[config.mk]
export PLATFORM = sky130hd
export DESIGN_NAME = collision_scanner_flat
export DESIGN_NICKNAME = d
export VERILOG_FILES = /design/src/rtl/collision_scanner_if.sv /design/src/rtl/collision_scanner.sv /design/src/flat_wrapper.sv
export SDC_FILE = /design/constraint.sdc
export NUM_CORES = 1
export LEC_CHECK = 0
export ABC_AREA = 1
export BUFFER_PORTS_ARGS = -buffer_cell sky130_fd_sc_hd__clkbuf_2
export CAP_MARGIN = 20
export CORE_UTILIZATION = 40
export DETAILED_ROUTE_END_ITERATION = 16
export PLACE_DENSITY = 0.64
export SETUP_SLACK_MARGIN = 0.02
export SYNTH_ARGS = -nofsm -noshare
export SYNTH_HDL_FRONTEND = slang
export SYNTH_SLANG_ARGS = --single-unit
[constraint.sdc]
create_clock -name gameClk -period 4 [get_ports gameClk]
set_input_delay 0 -clock gameClk [delete_from_list [all_inputs] [get_ports gameClk]]
set_output_delay 0 -clock gameClk [all_outputs]
set_load 0.01 [all_outputs]
[src/rtl/collision_scanner_if.sv]
// Bundles the frame-scan request (snapshot inputs, start/clear) and the scan results
// of collision_scanner. The game FSM uses the master side; the scanner uses the slave side.
interface collision_scanner_if #(
    parameter int NUM_PIPES = 4,
    parameter int COORD_W   = 11,
    parameter int SCORE_W   = 8
);
    localparam int IDX_W = $clog2(NUM_PIPES + 1);

    logic                          start;
    logic                          clear;
    logic [COORD_W-1:0]            bird_y;
    logic [NUM_PIPES*COORD_W-1:0]  pipe_x;
    logic [NUM_PIPES*COORD_W-1:0]  pipe_y;
    logic                          busy;
    logic                          done;
    logic                          hit;
    logic [IDX_W-1:0]              hit_index;
    logic [SCORE_W-1:0]            score;

    modport master (
        output start, clear, bird_y, pipe_x, pipe_y,
        input  busy, done, hit, hit_index, score
    );

    modport slave (
        input  start, clear, bird_y, pipe_x, pipe_y,
        output busy, done, hit, hit_index, score
    );
endinterface

[src/rtl/collision_scanner.sv]
// Per-frame bird/pipe collision scanner: snapshots the bird and all pipes on start,
// then checks one pipe per gameClk cycle, keeping a sticky hit flag and a pass score.
module collision_scanner #(
    parameter int NUM_PIPES   = 4,
    parameter int COORD_W     = 11,
    parameter int SCORE_W     = 8,
    parameter int PIPE_HALF_W = 40,
    parameter int GAP_HALF    = 60,
    parameter int BIRD_X      = 160,
    parameter int BIRD_HALF   = 10,
    parameter int FLOOR_Y     = 10,
    parameter int CEIL_Y      = 470
) (
    input  logic                 gameClk,
    input  logic                 reset_n,
    collision_scanner_if.slave   bus
);
    localparam int IDX_W = $clog2(NUM_PIPES + 1);
    localparam int CNT_W = (NUM_PIPES > 1) ? $clog2(NUM_PIPES) : 1;
    localparam int SUM_W = COORD_W + 2;

    localparam logic [1:0] S_IDLE = 2'd0;
    localparam logic [1:0] S_SCAN = 2'd1;
    localparam logic [1:0] S_DONE = 2'd2;

    localparam logic [CNT_W-1:0] LAST_IDX = CNT_W'(NUM_PIPES - 1);
    localparam logic [IDX_W-1:0] FC_INDEX = IDX_W'(NUM_PIPES);

    // Constant sides of the compares, pre-summed at the wider width so nothing wraps.
    localparam logic [SUM_W-1:0] K_OV_HI  = SUM_W'(BIRD_X + BIRD_HALF + PIPE_HALF_W);
    localparam logic [SUM_W-1:0] K_BX     = SUM_W'(BIRD_X);
    localparam logic [SUM_W-1:0] K_PW_BH  = SUM_W'(PIPE_HALF_W + BIRD_HALF);
    localparam logic [SUM_W-1:0] K_BH     = SUM_W'(BIRD_HALF);
    localparam logic [SUM_W-1:0] K_GH     = SUM_W'(GAP_HALF);
    localparam logic [SUM_W-1:0] K_FLOOR  = SUM_W'(FLOOR_Y + BIRD_HALF);
    localparam logic [SUM_W-1:0] K_CEIL   = SUM_W'(CEIL_Y);

    function automatic logic [SCORE_W-1:0] sat_inc(input logic [SCORE_W-1:0] v);
        return (&v) ? v : v + SCORE_W'(1);
    endfunction

    logic [1:0]           state;
    logic [CNT_W-1:0]     idx;
    logic [COORD_W-1:0]   bird_y_p0;
    logic [COORD_W-1:0]   pipe_x_p0 [NUM_PIPES];
    logic [COORD_W-1:0]   pipe_y_p0 [NUM_PIPES];
    logic [NUM_PIPES-1:0] passed;
    logic                 hit_r;
    logic [IDX_W-1:0]     hit_index_r;
    logic [SCORE_W-1:0]   score_r;

    logic [SUM_W-1:0]     y_s;
    logic [SUM_W-1:0]     px_s;
    logic [SUM_W-1:0]     py_s;
    logic                 overlap;
    logic                 vmiss;
    logic                 pipe_hit;
    logic                 fc_hit;
    logic                 cleared;
    logic                 first_cycle;

    always_comb begin
        y_s         = SUM_W'(bird_y_p0);
        px_s        = SUM_W'(pipe_x_p0[idx]);
        py_s        = SUM_W'(pipe_y_p0[idx]);
        overlap     = (K_OV_HI > px_s) && (K_BX < px_s + K_PW_BH);
        vmiss       = (y_s + K_BH > py_s + K_GH) || (y_s + K_GH < py_s + K_BH);
        pipe_hit    = overlap && vmiss;
        fc_hit      = (y_s <= K_FLOOR) || (y_s + K_BH >= K_CEIL);
        cleared     = (px_s + K_PW_BH < K_BX);
        first_cycle = (idx == '0);
    end

    always_ff @(posedge gameClk or negedge reset_n) begin
        if (!reset_n) begin
            state       <= S_IDLE;
            idx         <= '0;
            bird_y_p0   <= '0;
            passed      <= '0;
            hit_r       <= 1'b0;
            hit_index_r <= '0;
            score_r     <= '0;
            for (int i = 0; i < NUM_PIPES; i++) begin
                pipe_x_p0[i] <= '0;
                pipe_y_p0[i] <= '0;
            end
        end else if (bus.clear) begin
            state       <= S_IDLE;
            idx         <= '0;
            passed      <= '0;
            hit_r       <= 1'b0;
            hit_index_r <= '0;
            score_r     <= '0;
        end else begin
            case (state)
                // Stage 0: frame snapshot; inputs are free to move during the scan
                S_IDLE: begin
                    if (bus.start) begin
                        bird_y_p0 <= bus.bird_y;
                        for (int i = 0; i < NUM_PIPES; i++) begin
                            pipe_x_p0[i] <= bus.pipe_x[i*COORD_W +: COORD_W];
                            pipe_y_p0[i] <= bus.pipe_y[i*COORD_W +: COORD_W];
                        end
                        idx   <= '0;
                        state <= S_SCAN;
                    end
                end
                // Scan stage: one pipe per cycle, floor/ceiling folded into the first
                S_SCAN: begin
                    if (!hit_r) begin
                        if (first_cycle && fc_hit) begin
                            hit_r       <= 1'b1;
                            hit_index_r <= FC_INDEX;
                        end else if (pipe_hit) begin
                            hit_r       <= 1'b1;
                            hit_index_r <= IDX_W'(idx);
                        end
                    end
                    if (cleared) begin
                        if (!passed[idx]) begin
                            score_r <= sat_inc(score_r);
                        end
                        passed[idx] <= 1'b1;
                    end else begin
                        passed[idx] <= 1'b0;
                    end
                    if (idx == LAST_IDX) begin
                        state <= S_DONE;
                    end else begin
                        idx <= idx + CNT_W'(1);
                    end
                end
                S_DONE: state <= S_IDLE;
                default: state <= S_IDLE;
            endcase
        end
    end

    assign bus.busy      = (state != S_IDLE);
    assign bus.done      = (state == S_DONE);
    assign bus.hit       = hit_r;
    assign bus.hit_index = hit_index_r;
    assign bus.score     = score_r;
endmodule

[src/flat_wrapper.sv]
// flat-port wrapper written by rule: the top's interface ports become plain ports
module collision_scanner_flat 
#(
    parameter int NUM_PIPES   = 4,
    parameter int COORD_W     = 11,
    parameter int SCORE_W     = 8,
    parameter int PIPE_HALF_W = 40,
    parameter int GAP_HALF    = 60,
    parameter int BIRD_X      = 160,
    parameter int BIRD_HALF   = 10,
    parameter int FLOOR_Y     = 10,
    parameter int CEIL_Y      = 470
)
  (gameClk, reset_n, bus_start, bus_clear, bus_bird_y, bus_pipe_x, bus_pipe_y, bus_busy, bus_done, bus_hit, bus_hit_index, bus_score);
  collision_scanner_if #(.NUM_PIPES(NUM_PIPES), .COORD_W(COORD_W), .SCORE_W(SCORE_W)) bus_i ();
  input  logic gameClk;
  input  logic reset_n;
  input wire logic [$bits(bus_i.start)-1:0] bus_start;
  input wire logic [$bits(bus_i.clear)-1:0] bus_clear;
  input wire logic [$bits(bus_i.bird_y)-1:0] bus_bird_y;
  input wire logic [$bits(bus_i.pipe_x)-1:0] bus_pipe_x;
  input wire logic [$bits(bus_i.pipe_y)-1:0] bus_pipe_y;
  output wire logic [$bits(bus_i.busy)-1:0] bus_busy;
  output wire logic [$bits(bus_i.done)-1:0] bus_done;
  output wire logic [$bits(bus_i.hit)-1:0] bus_hit;
  output wire logic [$bits(bus_i.hit_index)-1:0] bus_hit_index;
  output wire logic [$bits(bus_i.score)-1:0] bus_score;
  assign bus_i.start = bus_start;
  assign bus_i.clear = bus_clear;
  assign bus_i.bird_y = bus_bird_y;
  assign bus_i.pipe_x = bus_pipe_x;
  assign bus_i.pipe_y = bus_pipe_y;
  assign bus_busy = bus_i.busy;
  assign bus_done = bus_i.done;
  assign bus_hit = bus_i.hit;
  assign bus_hit_index = bus_i.hit_index;
  assign bus_score = bus_i.score;
  collision_scanner #(.NUM_PIPES(NUM_PIPES), .COORD_W(COORD_W), .SCORE_W(SCORE_W), .PIPE_HALF_W(PIPE_HALF_W), .GAP_HALF(GAP_HALF), .BIRD_X(BIRD_X), .BIRD_HALF(BIRD_HALF), .FLOOR_Y(FLOOR_Y), .CEIL_Y(CEIL_Y)) u_core (.gameClk(gameClk), .reset_n(reset_n), .bus(bus_i));
endmodule
## After elaboration in Yosys (flattened, before gate mapping)

Cells that the tools add are included.

- Register bits after elaboration: 119
- Word-level logic and storage cells: 101
- Bits of input ports: 103
- Output and inout bits: 14

- $add $sub $neg: 7
- Mux-type cells: 36
- Reduce and logical (&&, ||, !) cells: 19
- Equality and inequality tests: 9
- Order comparisons: 10
- Bitwise gates (word level): 5

Operators with widths:

| cell | number |
|---|---|
| binary-select mux 11 bit (select 2 bit) | 2 |
| two-way mux 11 bit | 4 |
| two-way mux 8 bit | 5 |
| adder 11 x 6 -> 12 bit (second input constant) | 3 |
| adder 11 x 4 -> 12 bit (second input constant) | 2 |
| two-way mux 3 bit | 5 |
| greater-or-equal comparator 13 x 9 -> 1 bit (second input constant) | 1 |
| greater-than comparator 13 bit | 1 |
| < comparator 13 bit | 1 |
| < comparator 13 x 8 -> 1 bit (second input constant) | 1 |
| < comparator 8 x 13 -> 1 bit (first input constant) | 1 |
| two-way mux 2 bit | 6 |
| two-way mux 4 bit | 3 |
| greater-than comparator 8 x 11 -> 1 bit (first input constant) | 1 |
| <= comparator 11 x 5 -> 1 bit (second input constant) | 1 |
| AND reduction 3 bit | 3 |
| adder 8 x 1 -> 8 bit (second input constant) | 1 |
| one-hot mux 2 bit (2 select lines) | 2 |
| AND reduction 8 bit | 1 |
| two-way mux 1 bit | 7 |
| != test 2 bit (second input constant) | 3 |
| != test 3 bit (second input constant) | 2 |
| nonzero test 2 bit | 3 |
| nonzero test 3 bit | 2 |
| 19 further kinds | 25 |

## Logic depth before layout (Yosys ltp)

Gate-level depths: netlist of run 1.

- Word-level depth: 13
- Depth in mapped cells: 28
- Mapped depth without buffers: 24

## Worst setup path before layout of run 1

Ideal clock, no wire load.

- Kind: register to register
- Start point: register u_core.idx[0]
- End point: register u_core.hit_index_r[0] (netlist: u_core.bus.hit_index[0])
- Buffers on the path: 4
- Setup slack: 0.679 ns
- Data required time: 3.882 ns
- Arrival time: 3.203 ns
- Cell stages (with the launch flop): 25
- Period minus slack after synthesis: 3.321 ns
- Setup time: 0.118 ns
- Path through: dfrtp_1 > inv_2 > buf_6 > buf_8 > buf_8 > buf_8 > nand2_1 > a32oi_1 > ha_1 > inv_1 > o21ai_1 > nand3b_1 > nor2_2 > xnor2_1 > inv_1 > ha_1 > and3_1 > a21oi_1 > nand2_1 > nand2_1 > nand3_1 > nand2_1 > nand2_1 > nand3_1 > nand2_1

- Cells in the longest elaborated chain, start to end: 10
- Elaborated cells on any way between the ends: 26
- Classes of those cells: 3 x add/sub; 4 x order compare; 11 x mux; 1 x bitwise; 7 x reduce/logical

Ends and longest elaborated chain:

| what | line | text |
|---|---|---|
| from (decl) | collision_scanner.sv:43 | `logic [CNT_W-1:0] idx;` |
| from (signal assigned) | collision_scanner.sv:130 | `idx <= idx + CNT_W'(1);` |
| inverter 2 -> 3 bit (implied by the code) | collision_scanner.sv:64, collision_scanner.sv:65 |  |
| binary-select mux 11 bit (select 2 bit) (on tied branches) | collision_scanner.sv:64, collision_scanner.sv:65 |  |
| two-way mux 11 bit (on tied branches) (2 in series) | collision_scanner.sv:64, collision_scanner.sv:65 |  |
| adder 11 x 6 -> 12 bit (tied with other cells) | collision_scanner.sv:66 | `overlap = (K_OV_HI > px_s) && (K_BX < px_s + K_PW_BH);` |
| < comparator 8 x 13 -> 1 bit (tied with other cells) | collision_scanner.sv:66 |  |
| logical AND 1 bit / logical OR 1 bit (equally long branches) | collision_scanner.sv:66, collision_scanner.sv:67 |  |
| logical AND 1 bit | collision_scanner.sv:68 | `pipe_hit = overlap && vmiss;` |
| nonzero test 3 bit (no source line) | n/a |  |
| AND reduction 3 bit (no source line) | n/a |  |
| to (signal assigned) | collision_scanner.sv:116 | `hit_index_r <= IDX_W'(idx);` |
| to (decl) | collision_scanner.sv:49 | `logic [IDX_W-1:0] hit_index_r;` |

Several ways; a longest one is shown, not always the timed one. The select of a mux whose other input is x is not followed.
A chain may end at the register's enable or synchronous reset.

## Final worst setup path of run 1

- Start point: register u_core.idx[0]
- End point: register u_core.hit_index_r[1] (netlist: u_core.bus.hit_index[1])

Same word-level chain as after synthesis.

==> summary.txt, run 1 <==
Clock network
  – CTS tree: done
  – Post-CTS setup buffer count: 0
  – CTS clk-pin slew, worst paths: 60 ps
  – Hold-fix buffers, CTS: 101
  – Clock Sinks: 119
  – H-tree Lvls: 4
  – Later-pin clock latency in the skew report: 420 ps
  – CTS buffer count: 17
  – Post-CTS resize count: 0
  – Clock root buffer: clkbuf_16
  – Max clock buf depth: 2

Logic synthesis
  – Adder-cell share of the synthesized area: 6.70%
  – Largest family of logic cells by synthesized area: simple AND/OR/NAND/NOR gates
  – Register area share after synthesis: 42.0%
  – Yosys cell types: 46
  – Cell with the most instances after synthesis: nand2_1
  – Post-synth EDFFs: 0
  – Synthesis Warnings: 0
  – Cell Area, Synth: 7090 µm²
  – Area share of and/or/nand/nor cells after synthesis: 19.0%
  – Yosys reg bits: 119
  – Post-Synth XOR/XNOR Area: 3.81%
  – Area leader, netlist: dfrtp_1
  – Mux contribution to synthesized area: 14.0%
  – Net Count, Synth: 915
  – Synth Area in Compound Gates: 8.26%
  – Syn_area_per_cell: 9.16 µm²
  – Post-Syn Instances: 774
  – Fraction of registers with async set/reset: 100%
  – Yosys top cell area share: 42.0%
  – Dominant cells by area after synthesis: dfrtp_1 42%, mux2_2 14%, nand2_1 8.4%
  – Most used DFF post-synth: dfrtp_1
  – Commonest cells post-synth: 159 x nand2_1, 119 x dfrtp_1, 88 x mux2_2

Critical path
  – Setup crit end kind: register
  – Reg2reg setup slack: 550 ps
  – Setup Crit Path Kind: reg2reg
  – Crit path max fanout: 29
  – Critical Path AT: 3800 ps
  – CP Launch Type: register
  – WP data required: 4350 ps

Layout
  – Fill cells: 1529
  – # diodes: 0
  – Area Growth Syn to Fin: 32.5%
  – Layout cells sized above 1: 27.9%
  – NumNets Final: 1128

Placed design
  – DP Worst Slack: 563 ps
  – IO buf count: 116
  – Placer Congestion: 0.843
  – DP Wirelength: 12.0 mm

Die
  – Initial core utilization: 41.0%
  – Io pins: 117
  – DIE AREA: 18300 µm²
  – # rows: 48
  – Die Wd: 135 µm
  – Core area: 17300 µm²
  – Die Y: 135 µm

Detailed routing
  – Wire per inst: 14.7 µm
  – Total wire length: 18.0 mm
  – DRC: 0
  – Via count: 6085
  – Final ANT Viol Nets: 0
  – 1st-pass router iterations: 4
  – Initial DRC count: 268
  – Routed vias/inst: 4.97

GRT
  – Initial antenna violation count: 0
  – Tot GR Track Use: 20.9%
  – GRT overflow: 0
  – Largest net degree at the start of global routing: 62
  – First-pass GRT wire length: 29.5 mm
  – Vias in the first global route: 5963

Timing
  – RSZ-0062 raised after global routing: false
  – Final TNS setup: 0 ps
  – Hold Fails Final Rpt: 0
  – Skew final: 9.63 ps
  – Max frequency: 0.290 GHz
  – Period utilization: 86.2%
  – Setup violators final: 0
  – Actual slew at the worst max-slew pin: 753 ps
  – Max_slew headroom: 49.8%
  – Post-route minimum period: 3450 ps
  – Pins Over Slew Limit: 0
  – Slack of the critical path: 554 ps

Power and ir drop
  – VDD IR max: 340 µV
  – Power Dens Cells: 489 nW/µm²
  – Leak: 4.55 nW

Flow run
  – MaxCap Viol Count: 0

Worst hold path
  – Worst Hold Class: in2async

Outcome
  – Status: finished, final reports clean
-- path summary, 6_finish.rpt --
kind / endpoint / from / depth (start not counted)
max in group asynchronous: u_core.pipe_x_p0[10] / reset_n / 3
worst min register to register: u_core.pipe_y_p0[22] / u_core.pipe_y_p0[22] / 1
min in group gameClk: u_core.idx[1] / bus_start / 4
worst min-delay path: u_core.pipe_y_p0[18] / reset_n / 2
worst max register to register: u_core.bus.hit_index[1] / u_core.idx[0] / 20
worst max-delay path: u_core.bus.hit_index[1] / u_core.idx[0] / 20
-- sequential cells by signal (all words and copies together), names as in the netlist --
register	flops
u_core.pipe_x_p0	44
u_core.bus.hit_index	3
u_core.passed	4
u_core.bird_y_p0	11
u_core.idx	2
u_core.bus.hit	1
u_core.bus.score	8
u_core.state	2
u_core.pipe_y_p0	44
-- cells in the final DEF (no fill, tap or decap), types with 2 or more instances in the layout --
master and count:
nand3b_1 2, a32oi_1 2, o22ai_1 4, buf_4 9, inv_1 51, a32oi_2 4, a21o_1 2, xor2_1 23
clkbuf_2 115, nor4_1 2, nand3_4 3, dlygate4sd3_1 101, nand2_2 5, nor2_1 67, nand4_1 14, inv_6 6
clkinv_2 3, clkinv_4 3, a211oi_1 2, nand2_1 159, inv_2 11, o31ai_1 2, o21ai_1 3, o21ai_0 29
nand3_1 42, clkbuf_16 17, a21oi_1 36, a32o_1 3, o211ai_1 2, nor2_2 5, mux2_2 88, ha_1 38
xnor2_1 6, dfrtp_1 118, clkinvlp_4 2, nor3_1 5
-- where the power goes --
part           total, mW  switching (mW)  internal, mW
registers           1.60           0.164          1.44
logic               1.56           0.856         0.699
clock network       1.44           0.632         0.806
-- routing by layer --
metal | vias to the layer above | track usage, % | part of all wire, %
li1 | 3028 | - | -
met1 | 2910 | 28.2 | 48
met2 | 131 | 33.9 | 47
met3 | 16 | 4.53 | 3.7
met4 | 0 | 5.68 | 0.97
met5 | - | 0 | 0
-- cell families after synthesis --
| logic type | after synthesis |
|---|---|
| mux | 88 |
| compound gates | 95 |
| buf+inv | 95 |
| xor+xnor | 30 |
| simple gates | 309 |
| fa+ha+maj | 38 |
| flops | 119 |
-- cell type report --
class	instances	area, µm²	share of cell area (%)
multi-input cells	560	3680	39.2
flip-flops and latches	119	2980	31.7
repair buffers	226	1670	17.8
clock buffers	17	425	4.53
well taps	225	282	3.00
inverters	63	236	2.52
clock inverters	15	120	1.28
-- metrics by stage --
stage / area (µm²) / instances / utilization, % / hold WS, ps / total power, mW
2_1_floorplan: 7090 / 774 / - / -296 / 2.71
3_3_place_gp: 7840 / 1092 / 45.3 / 128 / 3.06
3_5_place_dp: 7840 / 1092 / 45.3 / 126 / 3.09
4_1_cts: 9400 / 1225 / 54.3 / 227 / 4.62
5_1_grt: 9400 / 1225 / 54.3 / 264 / 4.93
6_report: 9400 / 1225 / 54.3 / 198 / 4.60
-- critical path: stages, from the launching register on --
cell      delay, ps
dfrtp_2         360
buf_4           280
nand2_1          80
a32oi_1         390
inv_1           140
ha_1            240
nand3_1         160
nand3_1         100
xor2_1          170
ha_1            320
a21oi_1         150
o21ai_0         130
a211oi_1        210
nand2_1          70
nand2_1          50
nand2_1          60
nand3_1          90
nand2_1         100
nand2_1         120
nand3_1          90
nand2_1          80
No activity file was read; power rests on OpenSTA's default activity.
==> run 2, diff against run 1 <==
- ABC_AREA: 1 -> unset
- REMOVE_ABC_BUFFERS: unset -> 1
- clock period: 4 -> 3.2 ns (I/O delays scaled with it)
==> summary.txt, run 2 <==
Outcome
  – Status: finished, violations left
  – Failing checks: negative setup slack

Critical path
  – Setup crit end kind: register
  – WP data required: 3490 ps (-860 ps)
  – Critical path's slowest cell: mux4_2
  – Worst R2R Start: u_core.idx[0]
  – Cell chain of the critical path: mux4_2 -> buf_4 -> ha_4 -> a21oi_2 -> nand3b_1 -> nor2_1 -> xnor2_1 -> ha_1 -> a21o_1 -> a2111oi_4 -> o21ai_4 -> a211oi_4 -> o32ai_2
  – Setup Crit Path Kind: reg2reg
  – Reg2reg setup slack: -340 ps (-890 ps)
  – Critical Path AT: 3820 ps (+20 ps)
  – Crit path largest cell delay: 580 ps (+190 ps)
  – CP Launch Type: register
  – Worst Setup SP: u_core.idx[0]
  – Crit path max fanout: 4 (-86%)

Die
  – Initial core utilization: 40.8% (-0.20 points)
  – # rows: 47 (-2.1%)
  – Die Wd: 132 µm (-2.5%)
  – Io pins: 117 (unchanged)
  – DIE AREA: 17400 µm² (-4.9%)
  – Die Y: 132 µm (-2.5%)
  – Core area: 16500 µm² (-4.5%)

Detailed routing
  – Routed vias/inst: 5.08 (+2.3%)
  – DRC: 0 (unchanged)
  – 1st-pass router iterations: 6 (+2)
  – Initial DRC count: 241 (-10%)
  – Top Layer Used: met4
  – Met3 WL: 646 µm (-2.4%)
  – Final ANT Viol Nets: 0 (unchanged)
  – Wire per inst: 16.2 µm (+11%)
  – Via count: 5434 (-11%)
  – Total wire length: 17.4 mm (-3.4%)
  – Wl on met1: 7.42 mm (-14%)
  – Metal2 WL: 8.98 mm (+5.3%)

Logic synthesis
  – Yosys top cell area share: 44.2% (+2.2 points)
  – Fraction of registers with async set/reset: 100% (unchanged)
  – Commonest cells post-synth: 119 x dfrtp_1, 96 x mux2_2, 38 x ha_1
  – Yosys reg bits: 119 (unchanged)
  – Dominant cells by area after synthesis: dfrtp_1 44%, mux2_2 16%, ha_1 7.1%
  – Post-Syn Instances: 556 (-28%)
  – Yosys cell types: 59 (+28%)
  – Cell with the most instances after synthesis: dfrtp_1
  – Post-synth EDFFs: 0 (unchanged)
  – Most used DFF post-synth: dfrtp_1
  – Area leader, netlist: dfrtp_1
  – Syn_area_per_cell: 12.1 µm² (+32%)
  – Cell Area, Synth: 6740 µm² (-4.9%)
  – Synthesis Warnings: 0 (unchanged)
  – Register area share after synthesis: 44.2% (+2.2 points)

Clock network
  – Later-pin clock latency in the skew report: 420 ps (about the same)
  – Clock root buffer: clkbuf_16
  – Max clock buf depth: 2 (unchanged)
  – H-tree Lvls: 4 (unchanged)
  – Clock Sinks: 119 (unchanged)
  – CTS buffer count: 17 (unchanged)
  – CTS tree: done
  – CTS clk-pin slew, worst paths: 50 ps (about the same)

Layout
  – Fill cells: 1322 (-14%)
  – Most frequent cells in the layout: 117 x dfrtp_1, 115 x clkbuf_2, 100 x dlygate4sd3_1
  – FF/Latch Area: 2980 µm² (about the same)
  – Most common cell after layout, fill and taps aside: dfrtp_1
  – Area occupied by multi-input gates: 3810 µm² (+3.5%)
  – NumNets Final: 977 (-13%)
  – Util after Layout: 60.5% (+6.1 points)
  – Area Growth Syn to Fin: 48.2%
  – # diodes: 0 (unchanged)
  – Top flop regs: u_core.pipe_x_p0: 44 flops, u_core.pipe_y_p0: 44 flops, u_core.bird_y_p0: 11 flops
  – Layout cells sized above 1: 44.6% (+17 points)

Worst hold path
  – HP Start: bus_start
  – Worst Hold Class: in2reg

GRT
  – Tot GR Track Use: 20.5% (-0.40 points)
  – GRT overflow: 0 (unchanged)
  – Initial antenna violation count: 0 (unchanged)
  – Vias in the first global route: 5776 (-3.1%)
  – First-pass GRT wire length: 28.2 mm (-4.5%)
  – Largest net degree at the start of global routing: 68 (+9.7%)

Timing
  – Hold Fails Final Rpt: 0 (unchanged)
  – Skew final: 10.9 ps (+1.24 ps)
  – Actual slew at the worst max-slew pin: 726 ps (-26.9 ps)
  – Max frequency: 0.283 GHz (-2.6%)
  – Setup violators final: 4 (+4)
  – Post-route minimum period: 3540 ps (+90.3 ps)
  – RSZ-0062 raised after global routing: true
  – Period utilization: 111% (+24 points)
  – Max_slew headroom: 51.6% (+1.8 points)
  – Pins Over Slew Limit: 0 (unchanged)
  – Min Hold Slack: 39.1 ps (-159 ps)
  – Slack of the critical path: -337 ps (-890 ps)

Placed design
  – DP Worst Slack: -570 ps (-1130 ps)
  – Placer Congestion: 0.873 (+3.5%)
  – IO buf count: 116 (unchanged)
  – DP Wirelength: 11.5 mm (-4.4%)

Power and ir drop
  – Sw Share: 30.9% (-5.1 points)
  – Sequential share of power: 30.2% (-4.7 points)
  – Power Dens Cells: 656 nW/µm² (+34%)
  – Cell-internal power: 4.53 mW (+54%)
  – VDD IR max: 404 µV (+19%)
  – Clock share of power: 32.7% (+1.4 points)
  – Leak: 4.44 nW (-2.3%)
  – Combinational share of power: 37.1% (+3.3 points)
  – Psw: 2.03 mW (+23%)

Flow run
  – MaxCap Viol Count: 0 (unchanged)
==> run 2: cell count changes in the layout (fill, tap and decap cells not counted), moves of 13 or more <==
| cell | previous run | this run |
|---|---|---|
| o21ai_0 | 29 | 15 |
| nand2_1 | 159 | 21 |
| xnor2_1 | 6 | 19 |
| a21oi_1 | 36 | 7 |
| mux4_2 | 0 | 18 |
| nor2_1 | 67 | 36 |
| nand3_1 | 42 | 12 |
| buf_4 | 9 | 60 |
| inv_1 | 51 | 19 |
==> run 2: routing by layer <==
layer	track usage, %	vias to the layer above
met1	25.7	2698
li1	-	2585
met3	3.58	29
met4	8.53	0
met5	0	-
met2	35.1	122
==> run 2: area by class of cell <==
type                    count  area share [%]
multi-input cells         390            38.2
inverters                  22           0.852
well taps                 220            2.76
clock inverters            10            1.92
flip-flops and latches    119            29.8
repair buffers            286            21.7
clock buffers              22            4.75
==> run 2: worst paths after layout <==
check | endpoint | cells past startpoint
max in group asynchronous | u_core.pipe_x_p0[27] | 3
worst max register to register | u_core.bus.hit_index[0] | 13
worst min register to register | u_core.pipe_y_p0[39] | 1
worst max-delay path | u_core.bus.hit_index[0] | 13
min in group asynchronous | u_core.pipe_y_p0[4] | 2
worst min-delay path | u_core.idx[1] | 4
==> run 2: what timing repair did <==
action | CTS | global route
hold endpoints to repair | 153 | 0
hold buffers | 100 | 0
pin swaps | 17 | 32
buffers inserted | 7 | 14
setup endpoints to repair | 6 | 9
resized for setup | 39 | 30
==> run 2: power by group through the flow <==
stage                     combinational, mW  sequential, mW  clock, mW
final                                  2.43            1.98       2.15
after detailed placement               1.93            1.99          0
after global placement                 1.86            1.97          0
after global routing                   2.68            2.02       2.24
after floorplan                        1.31            1.96          0
after CTS                              2.21            1.97       2.19
==> run 2: kinds of logic (layout without fill, tap and decap cells) <==
logic type / after synthesis / count (layout) / share of synthesized area (%)
compound gates: 70 / 70 / 6.98
xor+xnor: 37 / 37 / 4.81
fa+ha+maj: 38 / 38 / 7.05
buf+inv: 47 / 340 / 3.49
flops: 119 / 119 / 44.2
mux: 122 / 122 / 24.1
simple gates: 123 / 123 / 9.45
==> run 2: stage by stage <==
| step | total power, mW | TNS, ps | instances | area, µm² |
|---|---|---|---|---|
| floorplan | 3.27 | -590120 | 531 | 6590 |
| global placement | 3.83 | -1330 | 916 | 7850 |
| detailed placement | 3.92 | -2140 | 916 | 7850 |
| CTS | 6.37 | -809 | 1055 | 9710 |
| global route | 6.94 | -1910 | 1069 | 9990 |
| finish | 6.56 | -1180 | 1069 | 9990 |
==> run 2: worst max-delay path, delay by kind of cell, from the launching register on <==
family                     cells  cell delay [ps]
AOI/OAI and AO/OA              6             1310
muxes                          1              580
DFF                            1              430
adders and majority gates      2              420
and+or+nand+nor                2              280
xor gates and xnor gates       1              210
buffers and inverters          1              180
